[config.mk]
export PLATFORM = sky130hd
export DESIGN_NAME = fabric_obi_initiator
export DESIGN_NICKNAME = d
export VERILOG_FILES = /design/src/rtl/fabric_obi_initiator.sv
export SDC_FILE = /design/constraint.sdc
export NUM_CORES = 1
export LEC_CHECK = 0
export BUFFER_PORTS_ARGS = -buffer_cell sky130_fd_sc_hd__buf_4
export CELL_PAD_IN_SITES_DETAIL_PLACEMENT = 1
export CELL_PAD_IN_SITES_GLOBAL_PLACEMENT = 2
export CORE_ASPECT_RATIO = 0.8
export CORE_MARGIN = 2
export CORE_UTILIZATION = 24
export CTS_BUF_LIST = sky130_fd_sc_hd__clkbuf_8 sky130_fd_sc_hd__clkbuf_16
export CTS_CLUSTER_SIZE = 40
export DETAILED_ROUTE_END_ITERATION = 8
export PLACE_DENSITY_LB_ADDON = 0.1
export SETUP_SLACK_MARGIN = 0.4
export SLEW_MARGIN = 0
export SYNTH_ARGS = -nofsm -noshare
export SYNTH_HDL_FRONTEND = slang
export SYNTH_SLANG_ARGS = --single-unit
export TNS_END_PERCENT = 5
[constraint.sdc]
create_clock -name clk_i -period 2.05 [get_ports clk_i]
set_clock_uncertainty 0.1 [all_clocks]
set_input_delay 0.205 -clock clk_i [delete_from_list [all_inputs] [get_ports clk_i]]
set_output_delay 0.205 -clock clk_i [all_outputs]
set_load 0.05 [all_outputs]
[src/rtl/fabric_obi_initiator.sv]
// fabric_obi_initiator
//   Bridges a simple valid/ready command/response pair onto an OBI manager
//   port. One transaction in flight at a time: IDLE -> ADDR (request until
//   grant) -> DATA (wait for rvalid) -> RESP (hold response until accepted).
//
// Ports
//   clk_i, rst_ni            clock, synchronous active-low reset
//   cmd_*                    command channel (valid/ready), 24b addr, 32b data
//   rsp_*                    response channel (valid/ready), rdata/we/err
//   obi_req_o .. obi_wdata_o OBI address phase toward the fabric
//   obi_gnt_i, obi_rvalid_i, obi_rdata_i  OBI grant and response phase
//
// Build option
//   FABRIC_OBI_TIMEOUT_EN  when defined, DATA gives up after TIMEOUT_CYCLES
//                          cycles without rvalid, answers with rsp_err_o=1 and
//                          swallows the late rvalid that eventually shows up.
//                          When undefined, DATA waits forever and rsp_err_o=0.
module fabric_obi_initiator #(
  parameter int unsigned TIMEOUT_CYCLES = 64
) (
  input  logic        clk_i,
  input  logic        rst_ni,
  input  logic        cmd_valid_i,
  output logic        cmd_ready_o,
  input  logic        cmd_we_i,
  input  logic [3:0]  cmd_be_i,
  input  logic [23:0] cmd_addr_i,
  input  logic [31:0] cmd_wdata_i,
  output logic        rsp_valid_o,
  input  logic        rsp_ready_i,
  output logic [31:0] rsp_rdata_o,
  output logic        rsp_we_o,
  output logic        rsp_err_o,
  output logic        obi_req_o,
  output logic        obi_we_o,
  output logic [3:0]  obi_be_o,
  output logic [23:0] obi_addr_o,
  output logic [31:0] obi_wdata_o,
  input  logic        obi_gnt_i,
  input  logic        obi_rvalid_i,
  input  logic [31:0] obi_rdata_i
);

  typedef enum logic [1:0] {IDLE, ADDR, DATA, RESP} state_e;

  typedef struct packed {
    logic        we;
    logic [3:0]  be;
    logic [23:0] addr;
    logic [31:0] wdata;
  } cmd_t;

  state_e      state_q, state_d;
  cmd_t        cmd_q;
  logic [31:0] rdata_q;
  logic        rsp_we_q;
  logic        rvalid_ok;  // rvalid that belongs to the current transaction
  logic        timeout;    // DATA gives up this cycle

`ifdef FABRIC_OBI_TIMEOUT_EN
  localparam logic [15:0] TmoLast = 16'(TIMEOUT_CYCLES - 1);

  logic [15:0] tmo_cnt_q;
  logic        drop_q;     // a timed-out rvalid is still owed by the fabric
  logic        err_q;

  // While drop_q is set the next rvalid is the stale one; it never counts.
  assign rvalid_ok = obi_rvalid_i && !drop_q;
  // rvalid wins a tie with the timeout because rvalid_ok gates it off.
  assign timeout   = (state_q == DATA) && !rvalid_ok && (tmo_cnt_q == TmoLast);

  always_ff @(posedge clk_i) begin
    if (!rst_ni) begin
      tmo_cnt_q <= '0;
      drop_q    <= 1'b0;
      err_q     <= 1'b0;
    end else begin
      if (state_q == DATA && !rvalid_ok && !timeout) tmo_cnt_q <= tmo_cnt_q + 16'd1;
      else                                           tmo_cnt_q <= '0;

      // A fresh timeout re-arms the flag even if a stale rvalid lands now.
      if (timeout)                     drop_q <= 1'b1;
      else if (drop_q && obi_rvalid_i) drop_q <= 1'b0;

      if (timeout)                                 err_q <= 1'b1;
      else if (state_q == DATA && rvalid_ok)       err_q <= 1'b0;
      else if (state_q == RESP && rsp_ready_i)     err_q <= 1'b0;
    end
  end

  assign rsp_err_o = err_q;
`else
  logic unused_tmo_cfg;
  assign unused_tmo_cfg = ^16'(TIMEOUT_CYCLES);

  assign rvalid_ok = obi_rvalid_i;
  assign timeout   = 1'b0;
  assign rsp_err_o = 1'b0;
`endif

  // State register
  always_ff @(posedge clk_i) begin
    if (!rst_ni) state_q <= IDLE;
    else         state_q <= state_d;
  end

  // Next state; rvalid outside DATA is a protocol violation and is ignored.
  always_comb begin
    state_d = state_q;
    case (state_q)
      IDLE:    if (cmd_valid_i)          state_d = ADDR;
      ADDR:    if (obi_gnt_i)            state_d = DATA;
      DATA:    if (rvalid_ok || timeout) state_d = RESP;
      RESP:    if (rsp_ready_i)          state_d = IDLE;
      default:                           state_d = IDLE;
    endcase
  end

  // Command capture and response data. Response fields are cleared when the
  // response is accepted so rsp_rdata_o reads 0 while idle.
  always_ff @(posedge clk_i) begin
    if (!rst_ni) begin
      cmd_q    <= '0;
      rdata_q  <= '0;
      rsp_we_q <= 1'b0;
    end else begin
      if (state_q == IDLE && cmd_valid_i)
        cmd_q <= '{we: cmd_we_i, be: cmd_be_i, addr: cmd_addr_i, wdata: cmd_wdata_i};

      if (state_q == DATA && rvalid_ok) begin
        rdata_q  <= obi_rdata_i;
        rsp_we_q <= cmd_q.we;
      end else if (timeout) begin
        rdata_q  <= '0;
        rsp_we_q <= cmd_q.we;
      end else if (state_q == RESP && rsp_ready_i) begin
        rdata_q  <= '0;
        rsp_we_q <= 1'b0;
      end
    end
  end

  // All outputs come from registers: the request starts the cycle after the
  // command handshake and the address phase holds still until grant.
  assign cmd_ready_o = (state_q == IDLE);
  assign obi_req_o   = (state_q == ADDR);
  assign rsp_valid_o = (state_q == RESP);
  assign obi_we_o    = cmd_q.we;
  assign obi_be_o    = cmd_q.be;
  assign obi_addr_o  = cmd_q.addr;
  assign obi_wdata_o = cmd_q.wdata;
  assign rsp_rdata_o = rdata_q;
  assign rsp_we_o    = rsp_we_q;

endmodule

# After elaboration in Yosys (flattened, before gate mapping)
# Index checks and enable logic that the tools add are counted.
totals:
  output_inout_bits: 98
  ff_bits: 96
  inputBits: 99
  word_cells: 29
classes:
  reduce_logical: 6
  n_mux: 9
  n_eq_ne: 7
op_table:
  columns: ["operator", "count"]
  rows:
  - ["32-bit two-way mux", 2]
  - ["2-bit two-way mux", 4]
  - ["2-bit one-hot mux with 4 select lines", 1]
  - ["2-bit equality test, second input constant", 2]
  - ["2-bit by 1-bit != test with 1-bit output, second input constant", 2]
  - ["2-bit != test, second input constant", 2]
  - ["4-bit AND reduction", 1]
  - ["1-bit logical AND", 3]
  - ["2-bit by 1-bit equality test with 1-bit output, second input constant", 1]
  - ["2-bit zero test", 1]
  - ["1-bit two-way mux", 2]
  - ["2-bit nonzero test", 1]

# Logic depth before layout (Yosys ltp)
depth:
  depth_word: 4
  ltp_mapped: 7
  depth_no_buf: 5

# Least setup slack after synthesis
# No wires, ideal clock.
synth_path:
  path_kind: "register to register"
  startpoint: "reg state_q[0]"
  endpoint: "reg state_q[0]"
  path_buffers: 0
  setup_ns: 0.072
  arrival_ns: 1.573
  required_time_ns: 1.878
  stages_incl_launch_ff: 6
  setup_slack_ns: 0.305
  synth_period_minus_slack_ns: 1.745
  path_cell_list: "dfxtp_1 inv_1 ha_1 nor2b_1 a2111oi_4 mux2i_1"
synth_between:
  elab_chain_len: 3
  elab_cells_between_ends: 10
  classes_between: "eq/ne (7); mux (1); reduce/logical (2)"
synth_lines:
  columns: ["item", "line", "text"]
  rows:
  - ["start, declared", "53", "state_e state_q, state_d;"]
  - ["start signal, assigned", "104", "else state_q <= state_d;"]
  - ["2-bit zero test *", null, null]
  - ["net cmd_ready_o", "24", "output logic cmd_ready_o,"]
  - ["2-bit != test (no line)", null, null]
  - ["4-bit AND reduction (no line)", null, null]
# The timed path passes the listed nets; every way through them passes the cells marked *.
# A chain may end at the register's enable or synchronous reset.

# Worst setup path in the final report
layout_path:
  startpoint: "reg state_q[0]"
  endpoint: "reg state_q[1]"
layout_between:
  elab_chain_len: 3
  elab_cells_between_ends: 10
  classes_between: "eq/ne (7); mux (1); reduce/logical (2)"
layout_lines:
  columns: ["item", "line", "text"]
  rows:
  - ["2-bit equality test (tied with other cells)", "110", "case (state_q)"]
  - ["2-bit != test (no line) / 2-bit by 1-bit != test with 1-bit output (equally long branches)", null, null]
  - ["4-bit AND reduction (no line)", null, null]
# Several ways; a longest one is shown, not always the timed one.

==> impl_metrics.yaml <==
timing:
  fin_tns_setup_ps: 0
  clock.fmax_ghz: 0.634
  post-route-period-util_pct: 76.9
  final.hold.worst_slack_ps: 16.6
  final.min_clock_period_ps: 1580
  setup_viol: 0
  finalMaxSlewViolations: 0
  grt_setup_unrepaired: "yes"
  finalHoldViolations: 0
outcome:
  outcome: "finished clean"
power:
  total_power_mw: 7.03
  worst_ir_drop_vdd_v: 0.000440
  power_density_nw_per_um2: 1180
  p_leak_nw: 2.61
logic_synthesis:
  synth_cell_types: 18
  synthesis.area_um2: 3610
  synth_sequential_area_ratio_pct: 53.3
  syn-instance-count: 398
  ys.warnings.count: 0
  synth_area_per_cell_um2: 9.06
  ys_ff_latch: 96
  mappedNetlistNets: 501
cts:
  worst_skew_pair.late_latency_ps: 340
  cts.sink_count: 96
  cts.path.max_buffers: 2
  tritoncts: "done"
  cts_root_buf: "sky130_fd_sc_hd__clkbuf_16"
  cts_inserted_buffers: 9
  clock_transition_at_the_register_clock_pins_on_the_worst_setup_and_hold_paths_after_cts_ps: 60
  number_of_levels_in_the_clock_h_tree: 3
placement:
  gp_routability_congestion: 0.705
  port-buffer-count: 195
  dp_hpwl_um: 8140
  placed_cell_area_um2: 5270
  post-place-cells: 759
hold_path:
  hold_wc_path_type: "in -> reg"
  worstHoldPathCells: 3
drt:
  final_antenna_net_count: 0
  drt-initial-drc-count: 83
  vias_per_cell: 4.34
  wirelength_um: 11900
  drc_violations_left: 0
  initial_drt_pass_iterations: 4
  via_count: 3525
  routed_wire_length_per_instance_um: 14.6
worst_setup_path:
  end_kind: "flop"
  r2r_cells: 5
  cp_slowest_cell: "sky130_fd_sc_hd__a2111oi_4"
  worstPathMaxFanout: 4
  timing.critical_path.arrival_ps: 1750
  worst_setup_path_start_kind: "flop"
  crit_type: "reg -> reg"
  critPathRequiredTime_ps: 2220
  cp_cell_sequence: "inv_1 -> ha_1 -> nor2b_1 -> a2111oi_4 -> mux2i_1"
  critical_path.max_stage_delay_ps: 360
grt:
  maximum_number_of_pins_on_one_net_before_global_route_repair: 43
  track_usage_pct: 14.8
  initial_antenna_violation_count: 0
  grt_pass1_wl_um: 18600
  number_of_global_route_vias_before_repair: 3675
  grt_overflow: 0
die:
  top_level_ports: 197
  floorplan.initialDensity_pct: 24.3
  dieArea_um2: 16000
  fp.dieH_um: 114
  chipWidth_um: 141
  fp-row-count: 40
  core_um2: 14900
layout:
  final_net_count: 721
  antenna_cells: 0
  layout_common_cells: "197 x sky130_fd_sc_hd__buf_4, 125 x sky130_fd_sc_hd__nand2_1, 95 x sky130_fd_sc_hd__dfxtp_1"
  syn2layout_area_growth_pct: 65.2
  layoutNonFillerInstCount: 812
  drive_gt1_share_pct: 35.6
  post-route-cell-area_um2: 5960
  most_common_cell_after_layout_fill_and_taps_aside: "sky130_fd_sc_hd__buf_4"
run:
  number_of_violations_of_the_max_capacitance_limit: 0
[per-stage QoR]
step / util (%) / worst slack, ps
CTS: 40.0 / 404
floorplan: - / 430
global placement: 35.5 / 474
finish: 40.1 / 473
global route: 40.1 / 347
detailed placement: 35.5 / 380
[power breakdown]
group	internal (mW)	switching, mW
Combinational	0.993	1.99
Clock	1.00	0.708
Sequential	2.17	0.169
[logic make-up after synthesis]
family	Yosys count	share of synthesized area [%]
multiplexers	2	0.555
buffers and inverters	34	4.16
adder cells (fa/ha/maj)	4	1.39
flip-flops	96	53.3
AO/OA/AOI/OAI	97	20.8
AND/OR/NAND/NOR	164	19.7
other	1	0.104
[area by class of cell]
cell class | count | area (µm²)
fillers | 1726 | 8900
clock buffers | 11 | 253
clock inverters | 5 | 48.8
well taps | 189 | 236
repair buffers | 240 | 1950
inverters | 3 | 11.3
multi-input cells | 268 | 1540
flip-flops and latches | 96 | 1920
[routing by layer]
| layer | wire length (µm) | global-route usage (%) | share of wire [%] | up-vias |
|---|---|---|---|---|
| met5 | 0 | 0 | 0 | - |
| met2 | 5600 | 25.1 | 47 | 115 |
| met3 | 918 | 6.21 | 7.7 | 14 |
| met4 | 193 | 5.27 | 1.6 | 0 |
| li1 | - | - | - | 1747 |
| met1 | 5150 | 16.9 | 43 | 1649 |
[path summary, 6_finish.rpt]
| path | from | endpoint | slack (ps) |
|---|---|---|---|
| max | state_q[0] | state_q[1] | 470 |
| min | cmd_wdata_i[24] | obi_wdata_o[24] | 20 |
| max reg2reg | state_q[0] | state_q[1] | 470 |
| min reg2reg | obi_addr_o[18] | obi_addr_o[18] | 350 |
[timing repair]
| action | 4_1_cts | 5_1_grt |
|---|---|---|
| endpoints found under the setup margin | 2 | 89 |
| hold endpoints to repair | 37 | 0 |
| hold buffers | 37 | 0 |
| resized for setup | 0 | 5 |
| buffers inserted | 0 | 0 |
| pin swaps | 1 | 1 |
[state kept, by name, indices dropped and copies added, names as in the netlist]
register     cells
state_q          2
obi_we_o         1
rsp_rdata_o     32
obi_be_o         4
obi_addr_o      24
obi_wdata_o     32
rsp_we_o         1
[worst max-delay path, delay by kind of cell, from the launching register on]
| family | cells | cell delay [ps] |
|---|---|---|
| and+or+nand+nor | 1 | 170 |
| AOI/OAI and AO/OA | 1 | 360 |
| adders and majority gates | 1 | 240 |
| buffers and inverters | 1 | 70 |
| DFF | 1 | 350 |
| muxes | 1 | 230 |
[cells in the mapped netlist]
| cell type | number | share of area [%] |
|---|---|---|
| sky130_fd_sc_hd__nand2_1 | 126 | 13 |
| sky130_fd_sc_hd__a21boi_1 | 50 | 10 |
| sky130_fd_sc_hd__conb_1 | 1 | 0.10 |
| sky130_fd_sc_hd__buf_2 | 14 | 1.9 |
| sky130_fd_sc_hd__buf_4 | 1 | 0.21 |
| sky130_fd_sc_hd__a22oi_2 | 1 | 0.35 |
| sky130_fd_sc_hd__inv_1 | 3 | 0.31 |
| sky130_fd_sc_hd__a22oi_1 | 33 | 6.9 |
| sky130_fd_sc_hd__nor2b_1 | 36 | 6.2 |
| sky130_fd_sc_hd__a2111oi_4 | 1 | 0.76 |
| sky130_fd_sc_hd__clkbuf_1 | 15 | 1.6 |
| sky130_fd_sc_hd__a21boi_0 | 11 | 2.3 |
| sky130_fd_sc_hd__dfxtp_1 | 96 | 53 |
| sky130_fd_sc_hd__o21ai_0 | 1 | 0.14 |
| sky130_fd_sc_hd__ha_1 | 4 | 1.4 |
| sky130_fd_sc_hd__mux2i_1 | 2 | 0.55 |
| sky130_fd_sc_hd__clkbuf_2 | 1 | 0.14 |
| sky130_fd_sc_hd__and2_1 | 2 | 0.35 |
No activity file was read; power rests on OpenSTA's default activity.
